<file path="config.mk">
export PLATFORM = sky130hd
export DESIGN_NAME = shift_tx_ctrl
export DESIGN_NICKNAME = d
export VERILOG_FILES = /design/src/rtl/shift_tx_ctrl_pkg.sv /design/src/rtl/shift_reg_en.sv /design/src/rtl/shift_tx_ctrl.sv
export SDC_FILE = /design/constraint.sdc
export NUM_CORES = 1
export LEC_CHECK = 0
export CAP_MARGIN = 0
export CORE_AREA = 2 2 39 41
export CTS_CLUSTER_DIAMETER = 30
export DETAILED_ROUTE_END_ITERATION = 7
export DIE_AREA = 0 0 41 43
export GPL_TIMING_DRIVEN = 1
export PLACE_DENSITY = 0.73
export SLEW_MARGIN = 20
export SYNTH_ARGS = -nofsm -noshare
export SYNTH_HDL_FRONTEND = slang
export SYNTH_SLANG_ARGS = --single-unit
</file>
<file path="constraint.sdc">
create_clock -name clk -period 2 [get_ports clk]
set_input_delay 0.6 -clock clk [delete_from_list [all_inputs] [get_ports clk]]
set_output_delay 0.6 -clock clk [all_outputs]
set_load 0.005 [all_outputs]
</file>
<file path="src/rtl/shift_tx_ctrl_pkg.sv">
// Shared definitions for the serial transmit sequencer: state encoding, default
// geometry and the counter-width helper.
package shift_tx_ctrl_pkg;

    localparam int unsigned DefWidth = 4;
    localparam int unsigned DefDiv   = 1;

    typedef enum logic [1:0] {
        StIdle  = 2'd0,
        StShift = 2'd1,
        StDone  = 2'd2
    } state_e;

    // One width serves both counters, so size it for the larger of the two ranges.
    function automatic int unsigned cnt_width(input int unsigned width, input int unsigned div);
        int unsigned m;
        m = (width > div) ? width : div;
        return ($clog2(m) < 1) ? 1 : $clog2(m);
    endfunction

endpackage

</file>
<file path="src/rtl/shift_reg_en.sv">
// Parallel-in/serial-out shift register; load has priority over shift, holds otherwise.
// Shifts right so bit 0 is the serial output.
module shift_reg_en #(
    parameter int unsigned WIDTH = 4
) (
    input  logic             clk,
    input  logic             reset,
    input  logic             load,
    input  logic             shift,
    input  logic             sin,
    input  logic [WIDTH-1:0] d,
    output logic             sout
);

    logic [WIDTH-1:0] q;

    always_ff @(posedge clk or negedge reset) begin
        if (!reset) begin
            q <= '0;
        end else if (load) begin
            q <= d;
        end else if (shift) begin
            q <= {sin, q[WIDTH-1:1]};
        end
    end

    assign sout = q[0];

endmodule

</file>
<file path="src/rtl/shift_tx_ctrl.sv">
// Serial transmit sequencer: accepts a word on valid/ready, shifts it out LSB-first
// holding each bit DIV clocks, then pulses done for one cycle.
module shift_tx_ctrl
    import shift_tx_ctrl_pkg::*;
#(
    parameter int unsigned WIDTH = DefWidth,
    parameter int unsigned DIV   = DefDiv
) (
    input  logic             clk,
    input  logic             reset,
    input  logic             in_valid,
    input  logic [WIDTH-1:0] in_data,
    output logic             in_ready,
    output logic             sout,
    output logic             sout_valid,
    output logic             busy,
    output logic             done
);

    localparam int unsigned CNT_W = cnt_width(WIDTH, DIV);
    localparam logic [CNT_W-1:0] DivLast = CNT_W'(DIV - 1);
    localparam logic [CNT_W-1:0] BitLast = CNT_W'(WIDTH - 1);

    state_e           state_q, state_d;
    logic [CNT_W-1:0] div_cnt_q, div_cnt_d;
    logic [CNT_W-1:0] bit_cnt_q, bit_cnt_d;
    logic             load, shift;
    logic             sr_bit;
    logic             sout_valid_q, busy_q, done_q;

    assign in_ready = (state_q == StIdle);

    always_comb begin
        state_d   = state_q;
        div_cnt_d = div_cnt_q;
        bit_cnt_d = bit_cnt_q;
        load      = 1'b0;
        shift     = 1'b0;
        unique case (state_q)
            StIdle: begin
                if (in_valid) begin
                    load      = 1'b1;
                    div_cnt_d = '0;
                    bit_cnt_d = '0;
                    state_d   = StShift;
                end
            end
            StShift: begin
                if (div_cnt_q == DivLast) begin
                    div_cnt_d = '0;
                    // The last bit is not shifted away; DONE masks sout instead.
                    if (bit_cnt_q == BitLast) begin
                        bit_cnt_d = '0;
                        state_d   = StDone;
                    end else begin
                        shift     = 1'b1;
                        bit_cnt_d = bit_cnt_q + 1'b1;
                    end
                end else begin
                    div_cnt_d = div_cnt_q + 1'b1;
                end
            end
            StDone: begin
                state_d = StIdle;
            end
            default: begin
                state_d = StIdle;
            end
        endcase
    end

    // Status outputs are registered from the next state so they align with state_q.
    always_ff @(posedge clk or negedge reset) begin
        if (!reset) begin
            state_q      <= StIdle;
            div_cnt_q    <= '0;
            bit_cnt_q    <= '0;
            sout_valid_q <= 1'b0;
            busy_q       <= 1'b0;
            done_q       <= 1'b0;
        end else begin
            state_q      <= state_d;
            div_cnt_q    <= div_cnt_d;
            bit_cnt_q    <= bit_cnt_d;
            sout_valid_q <= (state_d == StShift);
            busy_q       <= (state_d != StIdle);
            done_q       <= (state_d == StDone);
        end
    end

    shift_reg_en #(
        .WIDTH(WIDTH)
    ) u_shift_reg (
        .clk  (clk),
        .reset(reset),
        .load (load),
        .shift(shift),
        .sin  (1'b0),
        .d    (in_data),
        .sout (sr_bit)
    );

    assign sout       = sout_valid_q & sr_bit;
    assign sout_valid = sout_valid_q;
    assign busy       = busy_q;
    assign done       = done_q;

endmodule

</file>
==> results.yml, run 1 <==
pwr:
  powerDensity_mw_per_mm2: 1300
  p_sw_mw: 0.345
  seqPwrFrac_pct: 38.6
  swShare_pct: 32.9
  p_total_mw: 1.05
  combPwrFrac_pct: 45.8
  p_int_mw: 0.703
  cellLeakagePower_nw: 0.372
  p_clk_share_pct: 15.6
  ir_drop_v: 0.000555
critical_path:
  cp-end-kind: "output pin"
  cp.depth: 2
  cp-start-kind: "flip-flop"
  slowest_stage: "clkdlybuf4s50_1"
  path_delay_family: "buffers and inverters"
  critPathBufInv: 1
  critPathMaxFanout: 6
  critPathKind: "reg -> out"
  path_cells: "nor2_1, clkdlybuf4s50_1"
  crit_required_ns: 1.40
  crit_arrival_ns: 1.32
  slowest_delay_ns: 0.50
  reg2regPathDepth: 4
clock_tree:
  cts_tree: "built"
  cts_sinks: 13
  cts_max_level: 1
  cts_hold_buf: 0
  ctsRootBufferMaster: "clkbuf_4"
  clk_path_buf_depth: 2
  path_clk_slew_ns: 0.08
  cts_made_buffers: 3
  clock_latency_ns: 0.28
cells_and_area:
  nNetsFinal: 84
  fin_cells: 89
  fin_area_um2: 805
  syn2layout_area_growth_pct: 29.6
  drive_gt1_share_pct: 21.9
  diodes: 0
  num-fill-cells: 122
logic_synthesis:
  netlist_top_cells_count: "dfrtp_1, inv_1, nand2_1, o21ai_0"
  ys_warn_count: 0
  seq_area_frac_synth_pct: 52.4
  ys_ff_latch: 13
  post-synth-top-count-cell: "dfrtp_1"
  avgSynthCellArea_um2: 11.5
  synthesis.nets: 64
  synth_top_cell_area_share_pct: 52.4
  netlist_area_um2: 621
  synth_area_leader_cell: "dfrtp_1"
  async_flop_share_pct: 100
  synth_area_leaders: "dfrtp_1, ha_1, mux2_1"
  synth_cells: 54
  ys_types: 21
  synthFlopType: "dfrtp_1"
  synth_edf_count: 0
floorplan:
  dieArea_mm2: 0.00176
  die_width_um: 41
  io_pins: 12
  start_util_pct: 44.8
  core_area_mm2: 0.00138
  die_h_um: 43
  rows: 14
placed_design:
  placed_cell_area_um2: 762
  dp.cells: 83
  place.gp.congestion: 0.738
  dp_hpwl_um: 753
  post-place-ws_ns: -0.134
  io_buffers: 11
timing:
  max-slew-margin-rel_pct: 60.6
  fin_setup_tns_ns: 0
  setup-violations-final: 0
  fin_worst_skew_ns: 0.00121
  worst_pin_slew_ns: 0.589
  worst_slack_ns: 0.0775
  hold_viol: 0
  drv_slew: 0
  post-route-period-util_pct: 96.1
  rsz0062_at_grt: "no"
  fin_crit_ns: 1.92
  fmax_mhz: 520
drt:
  wl_met2_um: 468
  ant_nets: 0
  wl_mm: 1.07
  wire_per_inst_um: 12.0
  via_per_inst: 5.01
  met1_length_um: 489
  drt_pass1_iterations: 3
  drt_iter0_drc: 4
  vias: 446
  drc: 0
  maxUsedRoutingLayer: "met4"
  met3_length_um: 70
global_routing:
  grt_max_degree: 14
  grtUsageTotal_pct: 16.0
  grt_overflow: 0
  grt_pass1_vias: 438
  antenna_found_initial: 0
  grt_pass1_wl_mm: 1.80
min_path:
  min_delay_path_depth: 1
  min_path_type: "reg -> reg"
outcome:
  status: "finished, final reports clean"
job:
  drv_cap: 0
## flip-flops by register name, indices dropped and copies added (netlist names)
signal	cells
bit_cnt_q	2
busy	1
div_cnt_q	2
done	1
sout_valid	1
state_q	2
u_shift_reg.q	4
## cells by family (layout without fill, tap and decap cells)
logic type / after synthesis / after routing / share of synthesized area (%)
flops: 13 / 13 / 52.4
simple gates: 16 / 16 / 16.3
fa+ha+maj: 3 / 3 / 6.05
compound gates: 10 / 10 / 9.47
buf+inv: 6 / 25 / 4.84
mux: 6 / 6 / 10.9
## cell type report
| cell class | instances | area [µm²] | share of cell area [%] |
|---|---|---|---|
| flip-flops and latches | 13 | 327 | 40.6 |
| inverters | 5 | 18.8 | 2.33 |
| multi-input cells | 35 | 265 | 33.0 |
| clock buffers | 4 | 26.3 | 3.27 |
| repair buffers | 16 | 148 | 18.4 |
| well taps | 16 | 20.0 | 2.49 |
## per-stage QoR
stage | hold slack, ns | util (%)
after floorplan | 0.304 | -
after global placement | 0.485 | 55.1
after detailed placement | 0.495 | 55.1
after CTS | 0.513 | 57.0
after global routing | 0.537 | 58.1
final | 0.509 | 58.1
## final timing paths
path | start | endpoint | slack [ns]
max | state_q[1] | in_ready | 0.08
min | u_shift_reg.q[1] | u_shift_reg.q[1] | 0.51
max reg2reg | state_q[1] | u_shift_reg.q[0] | 0.40
min reg2reg | u_shift_reg.q[1] | u_shift_reg.q[1] | 0.51
max in group asynchronous | reset | state_q[1] | 0.89
min in group asynchronous | reset | u_shift_reg.q[1] | 0.69
## routing by layer
metal	global-route usage, %	vias to the layer above
li1	-	225
met1	18.3	204
met2	23.8	12
met3	4.71	5
met4	12.0	0
met5	0	-
## worst register-to-register path, delay by kind of cell (launching register included)
kind                   cells  cell delay, ns
DFF                        1            0.44
and+or+nand+nor            1            0.28
buffers and inverters      1            0.14
muxes                      2            0.62
## layout by cell type, fill, tap and decap left out, types with 2 or more instances in the layout
cell type,synthesis,final
a31oi_1,2,2
and3_2,2,2
buf_4,0,5
clkbuf_4,0,3
clkdlybuf4s50_1,0,11
dfrtp_1,13,12
ha_1,3,3
inv_1,5,5
mux2_1,3,3
mux2_2,3,3
nand2_1,5,5
nand3b_1,2,2
o21ai_0,5,5
## power by group through the flow
stage | Combinational (mW) | Clock (mW) | Sequential, mW
5_1_grt | 0.550 | 0.180 | 0.418
3_3_place_gp | 0.451 | 0 | 0.407
6_report | 0.480 | 0.163 | 0.405
3_5_place_dp | 0.466 | 0 | 0.411
2_1_floorplan | 0.312 | 0 | 0.402
4_1_cts | 0.471 | 0.168 | 0.407
## timing repair
action,CTS,global route
resized for setup,0,1
endpoints found under the hold margin,0,0
setup buffers,0,2
endpoints found under the setup margin,0,1
(Power assumes the default switching activity.)
==> run 2, diff against run 1 <==
CORE_AREA = unset   (was 2 2 39 41)
CORE_UTILIZATION = 43   (was unset)
DIE_AREA = unset   (was 0 0 41 43)
PLACE_DENSITY = 0.71   (was 0.73)
REMOVE_ABC_BUFFERS = 1   (was unset)
clock period = 1.6 ns   (was 2 ns; I/O delays follow)
==> run 2 against run 1 <==
Routed wire length grew 4.6%. Via count grew 3.1%. Worst hold slack gained 0.0028 ns. Flip-flop and latch count is the same. Combinational power grew 34%. Clock-buffer cell count is the same. Critical path type unchanged. Register-to-register slack lost 0.31 ns. Final cell count grew 3.4%. Non-clock buffer count grew 4.
==> results.yml, run 2 (synthesis gave the netlist of run 1 again) <==
drt:
  vias: 460
  wire_per_inst_um: 12.1
  drt_iter0_drc: 10
  via_per_inst: 5.00
  drc: 0
  wl_mm: 1.12
  drt_pass1_iterations: 3
  ant_nets: 0
pwr:
  powerDensity_mw_per_mm2: 1590
  p_total_mw: 1.34
  ir_drop_v: 0.000920
  cellLeakagePower_nw: 0.426
timing:
  hold_viol: 0
  rsz0062_at_grt: "no"
  max-slew-margin-rel_pct: 82.9
  post-route-period-util_pct: 97.4
  fmax_mhz: 641
  drv_slew: 0
  setup-violations-final: 0
  worst_pin_slew_ns: 0.256
  fin_crit_ns: 1.56
  fin_worst_skew_ns: 0.00511
cells_and_area:
  drive_gt1_share_pct: 26.0
  post-route-util_pct: 64.0
  nNetsFinal: 88
  final_cell_mix: "dfrtp_1, buf_4, clkdlybuf4s50_1"
  regMostFlops: "u_shift_reg.q"
  largest_reg_flops: 4
  layout_commonest_cell: "dfrtp_1"
  diodes: 0
  syn2layout_area_growth_pct: 35.9
floorplan:
  dieArea_mm2: 0.00160
  rows: 13
  start_util_pct: 47.1
  die_width_um: 40.0
  die_h_um: 40.0
  core_area_mm2: 0.00132
  io_pins: 12
critical_path:
  crit_arrival_ns: 1.08
  slowest_stage: "clkdlybuf4s50_1"
  path_delay_family: "buffers and inverters"
  path_cells: "clkdlybuf4s50_1"
  cp-start-kind: "flip-flop"
  slowest_delay_ns: 0.49
  reg2reg_slack_ns: 0.09
  critPathKind: "reg -> out"
  cp-end-kind: "output pin"
  crit_required_ns: 1.12
  critPathMaxFanout: 1
  critPathBufInv: 1
min_path:
  min_path_type: "in -> async"
clock_tree:
  path_clk_slew_ns: 0.08
  cts_made_buffers: 3
  ctsRootBufferMaster: "clkbuf_4"
  cts_tree: "built"
  clock_latency_ns: 0.27
  cts_sinks: 13
  clk_path_buf_depth: 2
  cts_max_level: 1
placed_design:
  io_buffers: 11
  dp_hpwl_um: 784
  place.gp.congestion: 0.772
global_routing:
  grt_max_degree: 14
  grtUsageTotal_pct: 17.6
  antenna_found_initial: 0
  grt_overflow: 0
  grt_pass1_vias: 437
  grt_pass1_wl_mm: 1.79
outcome:
  status: "finished, final reports clean"
job:
  drv_cap: 0
run 2: per-layer routing:
metal	vias to the layer above	GRT usage, %	wire length (µm)
met5	-	0	0
met4	0	10.3	8
met3	2	5.00	59
met2	10	25.4	469
met1	217	23.1	577
li1	231	-	-
run 2: final timing paths:
check	to	cells past startpoint	startpoint
worst min register to register	u_shift_reg.q[0]	1	u_shift_reg.q[0]
min in group clk	u_shift_reg.q[0]	1	u_shift_reg.q[0]
max in group asynchronous	u_shift_reg.q[3]	2	reset
worst max register to register	u_shift_reg.q[1]	4	state_q[1]
worst max-delay path	busy	1	busy
worst min-delay path	u_shift_reg.q[1]	2	reset
run 2: layout make-up:
class | count | area [µm²]
Fill cell | 110 | 474
Tap cell | 15 | 18.8
Sequential cell | 13 | 325
Clock buffer | 4 | 26.3
Timing Repair Buffer | 20 | 179
Multi-Input combinational cell | 35 | 275
Inverter | 5 | 18.8
run 2: per-stage QoR:
stage               instance area [µm²]  setup WS (ns)  cells  setup TNS [ns]  hold WS (ns)
global route                        843        0.00355     92               0         0.520
detailed placement                  798         -0.414     87           -1.23         0.495
finish                              843         0.0408     92               0         0.512
global placement                    798         -0.378     87           -1.13         0.481
floorplan                           609         0.0681     53               0         0.184
CTS                                 838       0.000225     92               0         0.513
run 2: report_power, final:
group          internal (mW)  switching, mW  leakage [nW]  total (mW)
Combinational          0.363          0.281         0.251       0.645
Clock                 0.0964         0.0994        0.0150       0.196
Sequential             0.445         0.0588         0.160       0.504
Total                  0.905          0.440         0.426        1.34
run 2: timing repair:
| item | CTS | global route |
|---|---|---|
| setup endpoints to repair | 5 | 4 |
| setup buffers | 1 | 0 |
| pin swaps | 1 | 1 |
| resized for setup | 5 | 2 |
| hold buffers | 0 | 0 |
